[config.mk]
export PLATFORM = sky130hd
export DESIGN_NAME = fixed_p_std_div_pipe
export DESIGN_NICKNAME = d
export VERILOG_FILES = /design/src/rtl/fixed_p_pkg.sv /design/src/rtl/fixed_p_div_step.sv /design/src/rtl/fixed_p_std_div_pipe.sv
export SDC_FILE = /design/constraint.sdc
export NUM_CORES = 1
export LEC_CHECK = 0
export BUFFER_PORTS_ARGS = -buffer_cell sky130_fd_sc_hd__buf_2
export CAP_MARGIN = 20
export CORE_UTILIZATION = 34
export CTS_CLUSTER_SIZE = 12
export DETAILED_ROUTE_END_ITERATION = 8
export MAX_ROUTING_LAYER = met4
export PLACE_DENSITY = 0.56
export SLEW_MARGIN = 30
export SYNTH_ARGS = -nofsm -noshare
export SYNTH_HDL_FRONTEND = slang
export SYNTH_SLANG_ARGS = --single-unit
export TNS_END_PERCENT = 100
[constraint.sdc]
create_clock -name clk -period 3.88 [get_ports clk]
set_clock_uncertainty 0.05 [all_clocks]
set_input_delay 0.582 -clock clk [delete_from_list [all_inputs] [get_ports clk]]
set_output_delay 0.582 -clock clk [all_outputs]
set_load 0.01 [all_outputs]
[src/rtl/fixed_p_pkg.sv]
// Shared types and elaboration helpers for the fixed-point arithmetic blocks.
// Latency: n/a (types and constant functions only).
// Backpressure: n/a.
package fixed_p_pkg;

    typedef enum logic [1:0] {
        IDLE,
        BUSY,
        DONE
    } div_state_t;

    function automatic bit widths_consistent(input int width, input int int_width,
                                             input int fract_width);
        return (int_width + fract_width) == width;
    endfunction

endpackage

[src/rtl/fixed_p_div_step.sv]
// One restoring-division step: shift in the next dividend bit, subtract if it fits.
// Latency: combinational.
// Backpressure: none; evaluated every cycle, consumed only while the divider is busy.
module fixed_p_div_step #(
    parameter int WIDTH = 32
) (
    input  logic [WIDTH:0]   rem,
    input  logic             msb,
    input  logic [WIDTH-1:0] divisor,
    output logic [WIDTH:0]   next_rem,
    output logic             q_bit
);

    logic [WIDTH+1:0] shifted;

    // The subtraction is safe at WIDTH+1 bits: when taken, the true result is below divisor.
    always_comb begin
        shifted  = {rem, msb};
        q_bit    = (shifted >= {2'b00, divisor});
        next_rem = q_bit ? (shifted[WIDTH:0] - {1'b0, divisor}) : shifted[WIDTH:0];
    end

endmodule

[src/rtl/fixed_p_std_div_pipe.sv]
// Unsigned fixed-point divider: floor((left << FRACT_WIDTH) / right), one bit per cycle.
// Latency: done pulses N+1 cycles after go is sampled (1 cycle on divide by zero), N = WIDTH+FRACT_WIDTH.
// Backpressure: go/done handshake; operands are latched, go is ignored while busy.
module fixed_p_std_div_pipe
    import fixed_p_pkg::*;
#(
    parameter int WIDTH       = 32,
    parameter int INT_WIDTH   = 8,
    parameter int FRACT_WIDTH = 24
) (
    input  logic             clk,
    input  logic             reset,
    input  logic             go,
    input  logic [WIDTH-1:0] left,
    input  logic [WIDTH-1:0] right,
    output logic [WIDTH-1:0] out_quotient,
    output logic [WIDTH-1:0] out_remainder,
    output logic             overflow,
    output logic             done
);

    localparam int N  = WIDTH + FRACT_WIDTH;
    localparam int CW = $clog2(N + 1);

    if (!widths_consistent(WIDTH, INT_WIDTH, FRACT_WIDTH)) begin : g_width_check
        $error("fixed_p_std_div_pipe: INT_WIDTH + FRACT_WIDTH must equal WIDTH");
    end

    div_state_t       state;
    logic [N-1:0]     dividend;
    logic [N-1:0]     quotient;
    logic [WIDTH:0]   rem;
    logic [WIDTH-1:0] divisor;
    logic [CW-1:0]    cnt;
    logic [WIDTH:0]   step_rem;
    logic             step_q;

    fixed_p_div_step #(.WIDTH(WIDTH)) u_step (
        .rem      (rem),
        .msb      (dividend[N-1]),
        .divisor  (divisor),
        .next_rem (step_rem),
        .q_bit    (step_q)
    );

    always_ff @(posedge clk) begin
        if (!reset) begin
            state         <= IDLE;
            cnt           <= '0;
            done          <= 1'b0;
            out_quotient  <= '0;
            out_remainder <= '0;
            overflow      <= 1'b0;
            dividend      <= '0;
            quotient      <= '0;
            rem           <= '0;
            divisor       <= '0;
        end else begin
            done <= 1'b0;
            case (state)
                IDLE: begin
                    if (go) begin
                        if (right != '0) begin
                            dividend <= {left, {FRACT_WIDTH{1'b0}}};
                            divisor  <= right;
                            quotient <= '0;
                            rem      <= '0;
                            cnt      <= CW'(N);
                            state    <= BUSY;
                        end else begin
                            // All-ones quotient makes the DONE state report overflow for free.
                            quotient <= '1;
                            rem      <= '0;
                            cnt      <= '0;
                            state    <= DONE;
                        end
                    end
                end
                BUSY: begin
                    dividend <= dividend << 1;
                    quotient <= {quotient[N-2:0], step_q};
                    rem      <= step_rem;
                    cnt      <= cnt - CW'(1);
                    if (cnt == CW'(1)) begin
                        state <= DONE;
                    end
                end
                DONE: begin
                    done          <= 1'b1;
                    out_quotient  <= quotient[WIDTH-1:0];
                    out_remainder <= rem[WIDTH-1:0];
                    overflow      <= |quotient[N-1:WIDTH];
                    state         <= IDLE;
                end
                default: state <= IDLE;
            endcase
        end
    end

endmodule
Yosys cells after proc, flatten, opt, wreduce, memory -nomap -nowiden:

Cells that the tools add are included.

* muxes and demuxes: 17
* $add $sub $neg: 2
* $lt $le $gt $ge: 1
* eq/ne operators: 6
* reductions and logical operators: 8

Operator list (count)
* 56-bit 2-to-1 mux: 4
* 56-bit one-hot mux with 2 select lines: 2
* 33-bit 2-to-1 mux: 2
* 33-bit one-hot mux with 2 select lines: 1
* 34-bit by 32-bit >= comparator with 1-bit output: 1
* 33-bit by 32-bit subtractor with 33-bit output: 1
* 32-bit nonzero test: 1
* 24-bit OR reduction: 1
* 6-bit 2-to-1 mux: 2
* 6-bit one-hot mux with 2 select lines: 1
* 6-bit by 1-bit == test with 1-bit output, second input constant: 1
* 2-bit 2-to-1 mux: 3
* 2-bit inequality test, second input constant: 3
* 3-bit AND reduction: 2
* 6-bit by 1-bit subtractor with 6-bit output, second input constant: 1
* 2-bit one-hot mux with 2 select lines: 1
* 2-bit AND reduction: 2
* 2-bit by 1-bit == test with 1-bit output, second input constant: 1
* 2-bit == test, second input constant: 1
* 2-bit logical NOT: 1
* 2-bit nonzero test: 1
* 1-bit 2-to-1 mux: 1

* output and inout bits: 66
* word-level logic and storage cells: 44
* register bits after elaboration: 251

Logic depth before layout (Yosys ltp):

* depth after elaboration: 4
* depth in mapped cells: 14

By module:

From an unflattened synthesis, not the netlist that was laid out.

* cells, all modules: 1333
* area total of the unflattened synthesis: 10941.7 sq um

Modules (own cells, without submodules)
* fixed_p_std_div_pipe: area each 8750.9 sq um, instances 1, seq. area each 4544.4 sq um, cells each 987
* fixed_p_div_step: area each 2190.9 sq um, instances 1, seq. area each 0.0 sq um, cells each 346

Worst setup path after synthesis:

OpenSTA, ideal clock, no wires.

* path kind: reg2reg
* start point: register dividend[55]
* end point: register rem[20]
* slack: 1158 ps
* path buffers: 2
* stages on the path, launching flop included: 15
* library setup time: 134 ps
* arrival time: 2539 ps
* path through: dfxtp_1 inv_1 ha_1 fa_1 nor2b_1 o21ai_1 a21oi_1 nor4b_1 nor2_2 o21ai_4 and2_1 buf_4 buf_4 a22oi_1 o22ai_1

* longest elaborated chain between the ends: 3

Ends and longest elaborated chain
* from (decl): RTL line fixed_p_std_div_pipe.sv:30 `logic [N-1:0] dividend;`
* from (signal assigned): RTL line fixed_p_std_div_pipe.sv:64 `dividend <= {left, {FRACT_WIDTH{1'b0}}};`
* from (signal assigned): RTL line fixed_p_std_div_pipe.sv:80 `dividend <= dividend << 1;`
* 33-bit by 32-bit subtractor with 33-bit output / 34-bit by 32-bit >= comparator with 1-bit output (equally long branches): RTL line fixed_p_div_step.sv:20, fixed_p_div_step.sv:19
* 33-bit 2-to-1 mux (*): RTL line fixed_p_div_step.sv:20 `next_rem = q_bit ? (shifted[WIDTH:0] - {1'b0, divisor}) : shifted[WIDTH:0];`
* 33-bit one-hot mux with 2 select lines (*): RTL line fixed_p_std_div_pipe.sv:60 `case (state)`
* to (signal assigned): RTL line fixed_p_std_div_pipe.sv:82 `rem <= step_rem;`
* to (decl): RTL line fixed_p_std_div_pipe.sv:32 `logic [WIDTH:0] rem;`

Every way passes the cells marked *; elsewhere a longest branch is shown, timed or not.
A chain may end at the register's enable or synchronous reset.

Worst setup path in the final report:

* start point: register dividend[55]
* end point: register rem[26]

The elaborated chain is that of the path after synthesis.

==> run_summary.xml <==
<?xml version="1.0" encoding="UTF-8"?>
<metrics>
  <group name="logic_synthesis">
    <metric name="synthArstFlopShare" unit="%">0</metric>
    <metric name="yosysWarnings" unit="">0</metric>
    <metric name="synth_most_common_cell" unit="">a21oi_1</metric>
    <metric name="synth.top_cells.by_area" unit="">dfxtp_1 (44%), a21oi_1 (13%), nand2_1 (8.7%), ha_1 (4.1%), o21ai_0 (3.5%)</metric>
    <metric name="synth_area_leader_cell" unit="">dfxtp_1</metric>
    <metric name="synth_top_area_share" unit="%">43.7</metric>
    <metric name="synth_enable_flop_cells" unit="">0</metric>
    <metric name="syn_area" unit="mm²">0.0104</metric>
    <metric name="synth_common_cells" unit="">a21oi_1 (261), nand2_1 (241), dfxtp_1 (227), clkbuf_1 (82), o21ai_0 (73)</metric>
    <metric name="synthesized_instance_count" unit="">1305</metric>
    <metric name="syn_nets" unit="">1407</metric>
    <metric name="ys_ff_latch" unit="">227</metric>
    <metric name="ys_seq_area_share" unit="%">43.7</metric>
    <metric name="synthFlopType" unit="">dfxtp_1</metric>
    <metric name="synth.lib_cells_used.distinct" unit="">61</metric>
    <metric name="synthesis.area_per_instance" unit="µm²">7.96</metric>
  </group>
  <group name="die">
    <metric name="fp.coreArea" unit="mm²">0.0299</metric>
    <metric name="io_pins" unit="">133</metric>
    <metric name="die-width" unit="µm">177</metric>
    <metric name="row_count" unit="">63</metric>
    <metric name="die_height" unit="µm">177</metric>
    <metric name="start_util" unit="%">34.8</metric>
    <metric name="die-area" unit="mm²">0.0313</metric>
  </group>
  <group name="clock_tree">
    <metric name="clock_insertion_delay_at_the_later_pin_of_the_skew_report" unit="ns">0.53</metric>
    <metric name="cts_tree" unit="">yes</metric>
    <metric name="postCtsSetupBuffers" unit="">0</metric>
    <metric name="clock-root-buffer" unit="">clkbuf_16</metric>
    <metric name="htreeDepth" unit="">1</metric>
    <metric name="sink_count" unit="">227</metric>
    <metric name="worst_setup_hold_path_clk_slew" unit="ns">0.06</metric>
    <metric name="cts_inserted_buffers" unit="">26</metric>
    <metric name="cts_resized" unit="">0</metric>
    <metric name="holdBufCountCts" unit="">0</metric>
    <metric name="cts_max_path_buffers" unit="">3</metric>
  </group>
  <group name="route">
    <metric name="postRouteAntennaNets" unit="">0</metric>
    <metric name="initial_drc_count" unit="">602</metric>
    <metric name="drt_pre_antenna_iters" unit="">5</metric>
    <metric name="wl_per_cell" unit="µm">15.3</metric>
    <metric name="detail_route.vias_per_cell" unit="">5.21</metric>
    <metric name="detailroute.via_count" unit="">9331</metric>
    <metric name="detail_route.drc_violations" unit="">0</metric>
    <metric name="totalWireLength" unit="µm">27400</metric>
  </group>
  <group name="placed_design">
    <metric name="gp_routability_congestion" unit="">0.864</metric>
    <metric name="dp.final_hpwl" unit="µm">18000</metric>
    <metric name="port-buffer-count" unit="">132</metric>
  </group>
  <group name="grt">
    <metric name="grt_antenna_before_repair" unit="">2</metric>
    <metric name="grt_first_pass_wirelength" unit="µm">44800</metric>
    <metric name="global_route.usage.total" unit="%">17.9</metric>
    <metric name="global_route.overflow_total" unit="">0</metric>
    <metric name="grt_pass1_vias" unit="">8858</metric>
    <metric name="grt_start_max_net_pins" unit="">99</metric>
  </group>
  <group name="timing">
    <metric name="rsz0062_at_grt" unit="">false</metric>
    <metric name="hold_slack" unit="ns">0.256</metric>
    <metric name="worst_slew_margin_rel" unit="%">41.1</metric>
    <metric name="worst-slew-pin-transition" unit="ns">0.883</metric>
    <metric name="setup_tns_after_final_layout" unit="ns">0</metric>
    <metric name="finalCritPeriodShare" unit="%">81.0</metric>
    <metric name="report.final.slew_viol_count" unit="">0</metric>
    <metric name="post-route-min-period" unit="ns">3.14</metric>
    <metric name="fmax" unit="MHz">318</metric>
    <metric name="final_hold_viol_count" unit="">0</metric>
    <metric name="setup_viol" unit="">0</metric>
  </group>
  <group name="min_path">
    <metric name="min-delay-path-class" unit="">in2reg</metric>
  </group>
  <group name="finish">
    <metric name="storage_element_area" unit="mm²">0.00454</metric>
    <metric name="synthToLayoutAreaGrowth" unit="%">16.9</metric>
    <metric name="final_layout_size_suffix_gt1_share" unit="%">14.8</metric>
    <metric name="final_nets" unit="">1487</metric>
    <metric name="area_of_the_multi_input_gates" unit="mm²">0.00534</metric>
    <metric name="fill_cells" unit="">3110</metric>
  </group>
  <group name="power">
    <metric name="power.static_leakage" unit="µW">0.00482</metric>
    <metric name="power.clock.fraction" unit="%">39.5</metric>
    <metric name="vdd_ir_drop_max" unit="V">0.000305</metric>
    <metric name="switching_share" unit="%">27.8</metric>
    <metric name="comb_power_share" unit="%">17.0</metric>
    <metric name="power.internal" unit="µW">4220</metric>
    <metric name="share_seq_of_total_power" unit="%">43.5</metric>
    <metric name="p_per_area" unit="mW/mm²">481</metric>
    <metric name="power.net_switching" unit="µW">1630</metric>
  </group>
  <group name="worst_setup_path">
    <metric name="crit_path_end_kind" unit="">flip-flop</metric>
    <metric name="critPathKind" unit="">reg2reg</metric>
    <metric name="worst_setup_path_start_kind" unit="">flip-flop</metric>
    <metric name="data_arrival_time_of_the_critical_path" unit="ns">3.49</metric>
    <metric name="worst-path-max-fanout" unit="">19</metric>
    <metric name="required" unit="ns">4.23</metric>
  </group>
  <group name="flow_run">
    <metric name="drv.max_cap_violation_count" unit="">0</metric>
  </group>
  <group name="outcome">
    <metric name="run_status" unit="">finished, final reports clean</metric>
  </group>
</metrics>
[path summary, 6_finish.rpt]
kind	from	end	slack, ns	cells past startpoint
max	dividend[55]$_SDFFE_PN0P_	rem[26]$_SDFFE_PN0P_	0.74	13
min	right[12]	divisor[12]$_SDFFE_PN0P_	0.26	3
max reg2reg	dividend[55]$_SDFFE_PN0P_	rem[26]$_SDFFE_PN0P_	0.74	13
min reg2reg	out_remainder[25]$_SDFFE_PN0P_	out_remainder[25]$_SDFFE_PN0P_	0.40	2
[layout by cell type, fill, tap and decap left out, types with 5 or more instances in the layout]
cell type and count:
a211oi_1 35, a21o_1 13, a21oi_1 261, a22oi_1 26
a31oi_1 6, and2_1 5, and3_1 8, buf_2 132
buf_4 15, clkbuf_1 7, clkbuf_16 26, dfxtp_1 227
ha_1 34, inv_1 39, mux2i_1 32, nand2_1 241
nand3_1 14, nand4_1 6, nor2_1 61, nor2b_1 5
nor3_1 6, nor4_1 14, o21ai_0 73, o22ai_1 13
xnor2_1 18, xor2_1 10
[kinds of logic after synthesis]
kind of cell / Yosys count / share of synthesized area (%)
compound gates: 459 / 25.4
fa+ha+maj: 35 / 4.29
flops: 227 / 43.7
simple gates: 386 / 15.9
xor+xnor: 28 / 2.36
buf+inv: 137 / 5.11
mux: 33 / 3.19
[area by class of cell]
cell class              instances  share of cell area [%]
clock buffers                  36                    5.92
well taps                     390                    4.02
diodes                          2                  0.0412
clock inverters                 7                   0.639
inverters                      40                    1.26
flip-flops and latches        227                    37.4
repair buffers                149                    6.70
multi-input cells             941                    44.0
[through the flow]
| stage | total power (µW) | cells | setup slack (ns) | area, µm² | util, % |
|---|---|---|---|---|---|
| after CTS | 5920 | 1790 | 0.718 | 12100 | 40.6 |
| after global routing | 6150 | 1792 | 0.424 | 12100 | 40.6 |
| final | 5840 | 1792 | 0.736 | 12100 | 40.6 |
| after detailed placement | 3580 | 1747 | 0.747 | 11300 | 38.0 |
| after floorplan | 3340 | 1305 | 1.16 | 10400 | - |
| after global placement | 3580 | 1747 | 0.832 | 11300 | 38.0 |
[power groups by stage]
stage               sequential, µW  clock, µW  combinational (µW)
detailed placement            2590          0                 992
finish                        2540       2310                 994
floorplan                     2560          0                 774
CTS                           2540       2380                 997
global route                  2560       2470                1120
global placement              2590          0                 987
[state kept, by name, summed over array words and instances (netlist names)]
| signal | flops |
|---|---|
| overflow | 1 |
| divisor | 32 |
| rem | 33 |
| done | 1 |
| state | 2 |
| out_quotient | 32 |
| cnt | 6 |
| quotient | 56 |
| out_remainder | 32 |
| dividend | 32 |
[per-layer routing]
layer | share of wire, % | track usage (%) | vias up
met5 | 0 | - | -
met4 | 2.5 | 5.28 | 0
met3 | 4.5 | 2.92 | 42
met2 | 46 | 28.5 | 176
met1 | 47 | 23.2 | 4382
li1 | - | - | 4731
[critical path, stage by stage (launching register included)]
cell      delay (ns)
dfxtp_1         0.36
inv_1           0.05
ha_1            0.21
fa_1            0.42
nor2b_1         0.17
o21ai_1         0.10
a21oi_1         0.30
nor4b_1         0.12
nor2_2          0.28
o21ai_4         0.15
and2_1          0.19
buf_4           0.21
a222oi_1        0.35
nor2_1          0.06
No activity file was read; power rests on OpenSTA's default activity.
